`config.mk`:
```
export PLATFORM = sky130hd
export DESIGN_NAME = shift_seq_flat
export DESIGN_NICKNAME = d
export VERILOG_FILES = /design/src/rtl/shift_seq_if.sv /design/src/rtl/shift_seq.sv /design/src/flat_wrapper.sv
export SDC_FILE = /design/constraint.sdc
export NUM_CORES = 1
export LEC_CHECK = 0
export BUFFER_PORTS_ARGS = -buffer_cell sky130_fd_sc_hd__clkbuf_2
export CORE_AREA = 2 2 169 88
export DETAILED_ROUTE_END_ITERATION = 12
export DIE_AREA = 0 0 171 90
export SYNTH_ARGS = -nofsm -noshare
export SYNTH_HDL_FRONTEND = slang
export SYNTH_SLANG_ARGS = --single-unit
```
`constraint.sdc`:
```
create_clock -name clock -period 5.3 [get_ports clock]
set_clock_uncertainty 0.05 [all_clocks]
set_input_delay 0.795 -clock clock [delete_from_list [all_inputs] [get_ports clock]]
set_output_delay 0.795 -clock clock [all_outputs]
set_load 0.01 [all_outputs]
```
`src/rtl/shift_seq_if.sv`:
```
// Request/response bundle for the iterative shifter: operands and start
// go in, busy/done/err/result come back.
interface shift_seq_if;
  logic        start;
  logic [2:0]  op;
  logic [31:0] Ra;
  logic [4:0]  shift_amt;
  logic        busy;
  logic        done;
  logic        err;
  logic [31:0] result;

  modport master (output start, op, Ra, shift_amt,
                  input  busy, done, err, result);
  modport slave  (input  start, op, Ra, shift_amt,
                  output busy, done, err, result);
endinterface

```
`src/rtl/shift_seq.sv`:
```
// Multi-cycle shifter/rotator: moves STEP bit positions per RUN cycle and
// publishes only the final value, with a one-cycle done (and err) pulse.
module shift_seq #(
  parameter int STEP = 1
) (
  input  logic        clock,
  input  logic        clear,
  shift_seq_if.slave  bus
);

  localparam logic [4:0] STEP_C = 5'(STEP);

  typedef enum logic [1:0] {IDLE = 2'd0, RUN = 2'd1, DONE = 2'd2} state_t;

  state_t      state_q, state_d;
  logic [31:0] work_q, work_d;
  logic [31:0] result_q, result_d;
  logic [4:0]  cnt_q, cnt_d;
  logic [4:0]  k;
  logic [2:0]  op_q, op_d;
  logic        err_q, err_d;

  function automatic logic op_legal(input logic [2:0] o);
    return (o <= 3'd4);
  endfunction

  function automatic logic [31:0] shift_by(input logic [2:0] o,
                                           input logic [31:0] v,
                                           input logic [4:0] amt);
    logic [63:0] dbl;
    logic [31:0] r;
    dbl = {v, v};
    case (o)
      3'd0:    r = v >> amt;
      3'd1:    r = 32'($signed(v) >>> amt);
      3'd2:    r = v << amt;
      3'd3:    begin dbl = dbl >> amt; r = dbl[31:0];  end
      3'd4:    begin dbl = dbl << amt; r = dbl[63:32]; end
      default: r = v;
    endcase
    return r;
  endfunction

  always_ff @(posedge clock or negedge clear) begin
    if (!clear) begin
      state_q  <= IDLE;
      work_q   <= '0;
      result_q <= '0;
      cnt_q    <= '0;
      op_q     <= '0;
      err_q    <= 1'b0;
    end else begin
      state_q  <= state_d;
      work_q   <= work_d;
      result_q <= result_d;
      cnt_q    <= cnt_d;
      op_q     <= op_d;
      err_q    <= err_d;
    end
  end

  always_comb begin
    state_d  = state_q;
    work_d   = work_q;
    result_d = result_q;
    cnt_d    = cnt_q;
    op_d     = op_q;
    err_d    = err_q;
    k        = (cnt_q < STEP_C) ? cnt_q : STEP_C;
    case (state_q)
      IDLE: begin
        if (bus.start) begin
          work_d = bus.Ra;
          op_d   = bus.op;
          cnt_d  = bus.shift_amt;
          err_d  = !op_legal(bus.op);
          // Zero amount and illegal ops both finish with Ra untouched.
          if (bus.shift_amt == 5'd0 || !op_legal(bus.op)) begin
            state_d  = DONE;
            result_d = bus.Ra;
          end else begin
            state_d = RUN;
          end
        end
      end
      RUN: begin
        work_d = shift_by(op_q, work_q, k);
        cnt_d  = cnt_q - k;
        if (cnt_q == k) begin
          state_d  = DONE;
          result_d = work_d;
        end
      end
      DONE: begin
        state_d = IDLE;
        err_d   = 1'b0;
      end
      default: state_d = IDLE;
    endcase
  end

  assign bus.busy   = (state_q != IDLE);
  assign bus.done   = (state_q == DONE);
  assign bus.err    = err_q && (state_q == DONE);
  assign bus.result = result_q;

endmodule

```
`src/flat_wrapper.sv`:
```
// flat-port wrapper written by rule: the top's interface ports become plain ports
module shift_seq_flat 
#(
  parameter int STEP = 1
)
  (clock, clear, bus_start, bus_op, bus_Ra, bus_shift_amt, bus_busy, bus_done, bus_err, bus_result);
  shift_seq_if bus_i ();
  input  logic clock;
  input  logic clear;
  input wire logic [$bits(bus_i.start)-1:0] bus_start;
  input wire logic [$bits(bus_i.op)-1:0] bus_op;
  input wire logic [$bits(bus_i.Ra)-1:0] bus_Ra;
  input wire logic [$bits(bus_i.shift_amt)-1:0] bus_shift_amt;
  output wire logic [$bits(bus_i.busy)-1:0] bus_busy;
  output wire logic [$bits(bus_i.done)-1:0] bus_done;
  output wire logic [$bits(bus_i.err)-1:0] bus_err;
  output wire logic [$bits(bus_i.result)-1:0] bus_result;
  assign bus_i.start = bus_start;
  assign bus_i.op = bus_op;
  assign bus_i.Ra = bus_Ra;
  assign bus_i.shift_amt = bus_shift_amt;
  assign bus_busy = bus_i.busy;
  assign bus_done = bus_i.done;
  assign bus_err = bus_i.err;
  assign bus_result = bus_i.result;
  shift_seq #(.STEP(STEP)) u_core (.clock(clock), .clear(clear), .bus(bus_i));
endmodule
```
Word level (Yosys, flattened, before mapping)
Cells that the tools add are included.
W data, S select, Z words.
{"block": "totals", "word_cells": 54, "ff_bits": 75, "out_inout_bits": 35, "in_bits": 43}
{"block": "op_classes", "n_reduce_logical": 14, "muxes": 16, "eq_ne": 10, "shifts": 5, "n_lt_le_gt_ge": 2, "add_sub_neg": 1}
{"op": "$pmux W32 S5", "n": 1}
{"op": "$mux W32", "n": 4}
{"op": "$pmux W32 S2", "n": 2}
{"op": "$shl A64 B5 Y64", "n": 1}
{"op": "$shr A64 B5 Y32", "n": 1}
{"op": "$shl A32 B5 Y32", "n": 1}
{"op": "$shr A32 B5 Y32", "n": 1}
{"op": "$sshr A32 B5 Y32", "n": 1}
{"op": "$mux W5", "n": 2}
{"op": "$pmux W5 S2", "n": 1}
{"op": "$reduce_and A2 Y1", "n": 4}
{"op": "$eq A3 B2 Y1 const B", "n": 2}
{"op": "$mux W2", "n": 3}
{"op": "$reduce_bool A2 Y1", "n": 3}
{"op": "$eq A5 B5 Y1", "n": 1}
{"op": "$logic_not A5 Y1", "n": 1}
{"op": "$lt A5 B1 Y1 const B", "n": 1}
{"op": "$sub A5 B5 Y5", "n": 1}
{"op": "$ne A2 B1 Y1 const B", "n": 2}
{"op": "$pmux W2 S2", "n": 1}
{"op": "$reduce_and A4 Y1", "n": 1}
{"op": "$eq A3 B1 Y1 const B", "n": 1}
{"op": "$eq A3 B3 Y1 const B", "n": 1}
{"op": "$le A3 B3 Y1 const B", "n": 1}
{"op": "other kinds (10)", "n": 10}

Logic depth before layout (Yosys ltp)
{"block": "depth", "word_depth": 6, "mapped_depth": 8, "ltp_nobuf": 8}

Worst setup path before layout
No wires, ideal clock.
{"block": "synth_path", "path_type": "register to register", "start": "register u_core.cnt_q[4]", "end": "register u_core.result_q[24] (netlist: u_core.bus.result[24])", "n_path_buf": 1, "setup_time_ns": 0.082, "arrival_ns": 1.880, "slack_ns": 3.288, "synth_period_minus_slack_ns": 2.012, "required_ns": 5.168, "stages_incl_launch_ff": 9, "cell_sequence": "dfrtp_1 > nor4_4 > or2_1 > ha_1 > nand3_1 > a21oi_4 > buf_2 > nor2_1 > a31oi_1"}
{"block": "synth_between", "elab_chain_cells": 6, "word_cells_on_any_way": 13, "classes_between": "order compare (1); eq/ne (2); shift (5); mux (4); reduce/logical (1)"}
{"element": "start, declared", "line": "shift_seq.sv:18", "text": "logic [4:0] cnt_q, cnt_d;"}
{"element": "start signal, assigned", "line": "shift_seq.sv:56", "text": "cnt_q <= cnt_d;"}
{"element": "$lt A5 B1 Y1", "line": "shift_seq.sv:69", "text": "k = (cnt_q < STEP_C) ? cnt_q : STEP_C;"}
{"element": "$mux W5", "line": "shift_seq.sv:69"}
{"element": "$shl A64 B5 Y64 (tied with other cells)", "line": "shift_seq.sv:38", "text": "3'd4: begin dbl = dbl << amt; r = dbl[63:32]; end"}
{"element": "$pmux W32 S5", "line": "shift_seq.sv:33", "text": "case (o)"}
{"element": "$mux W32", "line": "shift_seq.sv:89", "text": "if (cnt_q == k) begin"}
{"element": "$pmux W32 S2", "line": "shift_seq.sv:70", "text": "case (state_q)"}
{"element": "end signal, assigned", "line": "shift_seq.sv:55", "text": "result_q <= result_d;"}
{"element": "end, declared", "line": "shift_seq.sv:17", "text": "logic [31:0] result_q, result_d;"}
Several ways; a longest one is shown, not always the timed one. The select of a mux whose other input is x is not followed.
A chain may end at the register's enable or synchronous reset.

Worst setup path after layout
{"block": "layout_path", "start": "register u_core.cnt_q[4]", "end": "register u_core.result_q[25] (netlist: u_core.bus.result[25])"}
Same word-level chain as after synthesis.

==> run_results.csv <==
group,metric,value,unit
status,status,"finished, final reports clean",
power_and_ir_drop,powerDensity,736,nW/um^2
clock_tree,cts_resized,0,
place,dp_hpwl,8160,microns
cells_and_area,drive_gt1_share,20.8,%
setup_path,crit_start,"u_core.cnt_q[4]",
logic_synthesis,synth_compound_area_share,23.1,%
setup_path,worst-setup-path-type,"flop to flop",
timing,slew_viol_final,0,
clock_tree,cts.reportedPaths.clkPinSlew,0.06,ns
cells_and_area,mostFrequentLayoutCell,"nor2_1",
floorplan,initial_core_util,29.3,%
logic_synthesis,syn_area_per_cell,9.08,sq um
route,vias_per_cell,5.14,
floorplan,die_w,171,microns
min_path,hold_end,"u_core.bus.result[31]",
timing,rsz0062_at_grt,"false",
min_path,hold_class,"flop to flop",
logic_synthesis,synth_simple_gate_area_share,18.5,%
setup_path,worst-r2r-cell-count,8,
place,place.gp.congestion,0.771,
logic_synthesis,synth_cell_types,51,
power_and_ir_drop,p_leak,2.16,nW
grt,grt_pass1_vias,3421,
route,vias,3663,
timing,fmax,322,MHz
setup_path,arrival,3.31,ns
power_and_ir_drop,p_sw_share,45.3,%
cells_and_area,layout.nets,553,
power_and_ir_drop,pwr-share-clk,17.2,%
route,routed_wl,11600,microns
cells_and_area,fin_cells,713,
cells_and_area,area_growth,18.6,%
setup_path,cp.required,5.50,ns
logic_synthesis,syn-cell-area,4110,sq um
logic_synthesis,synth_nets,497,
power_and_ir_drop,seqPwrFrac,33.3,%
timing,final_hold_viol_count,0,
power_and_ir_drop,combinationalPowerShare,49.4,%
timing,tightest_slew,1.19,ns
floorplan,die_h,90,microns
route,avgRoutedWirePerCell,16.3,microns
clock_tree,cts_made_buffers,9,
clock_tree,cts_tree,"done",
timing,slew_headroom,20.7,%
clock_tree,cts-root-buf,"clkbuf_16",
cells_and_area,final_cell_mix,"nor2_1 (97), clkbuf_2 (76), dfrtp_1 (75), a31oi_1 (60), nand2_1 (44)",
setup_path,r2r-start,"u_core.cnt_q[4]",
route,antenna_left,0,
logic_synthesis,synth_adder_area_share,0.304,%
setup_path,startpoint_type,"flop",
logic_synthesis,ys_ff_latch,75,
timing,period_needed,3.11,ns
power_and_ir_drop,peakVddDrop,0.233,mV
floorplan,std_cell_rows,31,
clock_tree,htreeDepth,3,
grt,grt.total_usage,15.6,%
place,place_inst,696,
timing,final.period_utilization,58.6,%
power_and_ir_drop,p_int,1.97,mW
floorplan,num_io_pins,78,
setup_path,reg2reg_slack,2.19,ns
logic_synthesis,syn_inst,453,
timing,setup_viol,0,
logic_synthesis,synth_ff_type,"dfrtp_1",
min_path,hold_start,"u_core.bus.result[31]",
clock_tree,cts_setup_buffers,0,
setup_path,r2r_end,"u_core.bus.result[25]",
logic_synthesis,seq_area_frac_synth,45.6,%
setup_path,path_max_fanout,38,
route,drt_iter0_drc,339,
logic_synthesis,synth_top_family_by_area,"compound AO/OA/AOI/OAI gates",
setup_path,crit_path_end_kind,"flop",
floorplan,dieArea,15400,sq um
grt,antenna_found_initial,1,
logic_synthesis,synth_enable_flop_cells,0,
logic_synthesis,yosys_warnings,0,
timing,fin_tns_setup,0,ns
clock_tree,cts.sinks,75,
grt,grt_max_degree,76,
place,port_buffers,77,
logic_synthesis,synth_xor_area_share,0,%
logic_synthesis,async_flop_share,100,%
run,maxCapViolations,0,
clock_tree,clockBufferDepth,2,
logic_synthesis,synthMuxAreaShare,6.81,%
grt,grt_pass1_wl,18800,microns
floorplan,core,14000,sq um
grt,grt_overflow_total,0,
route,drc,0,
power_and_ir_drop,switchingPower,1.62,mW
route,dr.pass1.iters,4,
clock_tree,hold_buffers,0,
min_path,min_delay_path_depth,2,
clock_tree,insertion_delay,0.34,ns
-- cells in the mapped netlist (2+ instances only) --
library cell / count / area share, %
a21oi_1: 10 / 1.2
o22ai_1: 2 / 0.30
nor4_1: 2 / 0.30
nor2b_1: 2 / 0.30
a31oi_1: 60 / 9.1
buf_12: 3 / 1.5
o21ai_0: 9 / 1.1
mux2i_1: 28 / 6.8
o211ai_1: 3 / 0.55
inv_1: 6 / 0.55
nand2b_1: 5 / 0.76
or2_2: 2 / 0.30
nor3_1: 3 / 0.36
and2_1: 3 / 0.46
buf_4: 2 / 0.36
nand2_1: 45 / 4.1
clkbuf_1: 16 / 1.5
nor3b_1: 2 / 0.36
buf_2: 12 / 1.5
a22oi_1: 2 / 0.36
a211o_1: 27 / 5.7
nor2_1: 98 / 8.9
o32ai_1: 6 / 1.3
nand3_1: 3 / 0.36
o21a_1: 2 / 0.36
dfrtp_1: 75 / 46
-- sequential cells by signal (all words and copies together), names as in the netlist --
| signal | count |
|---|---|
| u_core.state_q | 2 |
| u_core.bus.result | 32 |
| u_core.cnt_q | 5 |
| u_core.op_q | 3 |
| u_core.work_q | 32 |
| u_core.err_q | 1 |
-- critical path, stage by stage (launching register included) --
cell and delay [ns]:
dfrtp_1 0.44, nor4_4 0.43, or2_1 0.21, ha_1 0.24, nand3_1 0.17, a21oi_4 0.82
buf_4 0.40, nor2_1 0.07, a31oi_1 0.16
-- worst max-delay path by stage --
| stage | end | slack, ns | depth (start not counted) |
|---|---|---|---|
| 2_1_floorplan | u_core.bus.result[24] | 3.29 | 8 |
| 3_3_place_gp | u_core.bus.result[30] | 2.33 | 7 |
| 3_5_place_dp | u_core.bus.result[26] | 2.19 | 7 |
| 4_1_cts | u_core.bus.result[25] | 2.18 | 8 |
| 5_1_grt | u_core.bus.result[25] | 1.88 | 8 |
| 6_report | u_core.bus.result[25] | 2.19 | 8 |
-- stage by stage --
step | util, % | instance area [sq um] | hold slack, ns | setup slack (ns) | power, mW
global placement | 32.6 | 4580 | 0.445 | 2.33 | 2.91
floorplan | - | 4110 | 0.446 | 3.29 | 2.52
detailed placement | 32.6 | 4580 | 0.453 | 2.19 | 2.98
finish | 34.7 | 4880 | 0.461 | 2.19 | 3.59
CTS | 34.7 | 4870 | 0.465 | 2.18 | 3.61
global route | 34.7 | 4870 | 0.513 | 1.88 | 3.89
-- power by group through the flow --
stage          Combinational (mW)  Clock, mW  Sequential (mW)
6_report                     1.77      0.619             1.20
5_1_grt                      1.98      0.660             1.24
4_1_cts                      1.79      0.633             1.19
3_5_place_dp                 1.78          0             1.20
3_3_place_gp                 1.73          0             1.18
2_1_floorplan                1.40          0             1.12
-- area by class of cell --
cell class,instances,area (sq um)
clock inverter,5,52.6
inverter,6,22.5
clock buffer,11,243
multi-input combinational,337,2020
timing repair buffer,80,410
fill,1512,9160
antenna,1,2.50
sequential,75,1880
tap,198,248
-- metal layers --
layer	part of all wire, %	GRT usage, %	routed length, microns	vias to the layer above
li1	-	-	-	1755
met1	54	25.6	6250	1773
met2	38	19.3	4410	125
met3	7.6	4.98	887	10
met4	0.63	2.54	73	0
met5	0	0	0	-
-- logic make-up (layout without fill, tap and decap cells) --
logic type      count (synthesis)  in the layout
mux                            28             28
buf+inv                        41            102
simple gates                  174            174
flops                          75             75
other cells                     0              1
compound gates                134            134
fa+ha+maj                       1              1
(Power assumes the default switching activity.)
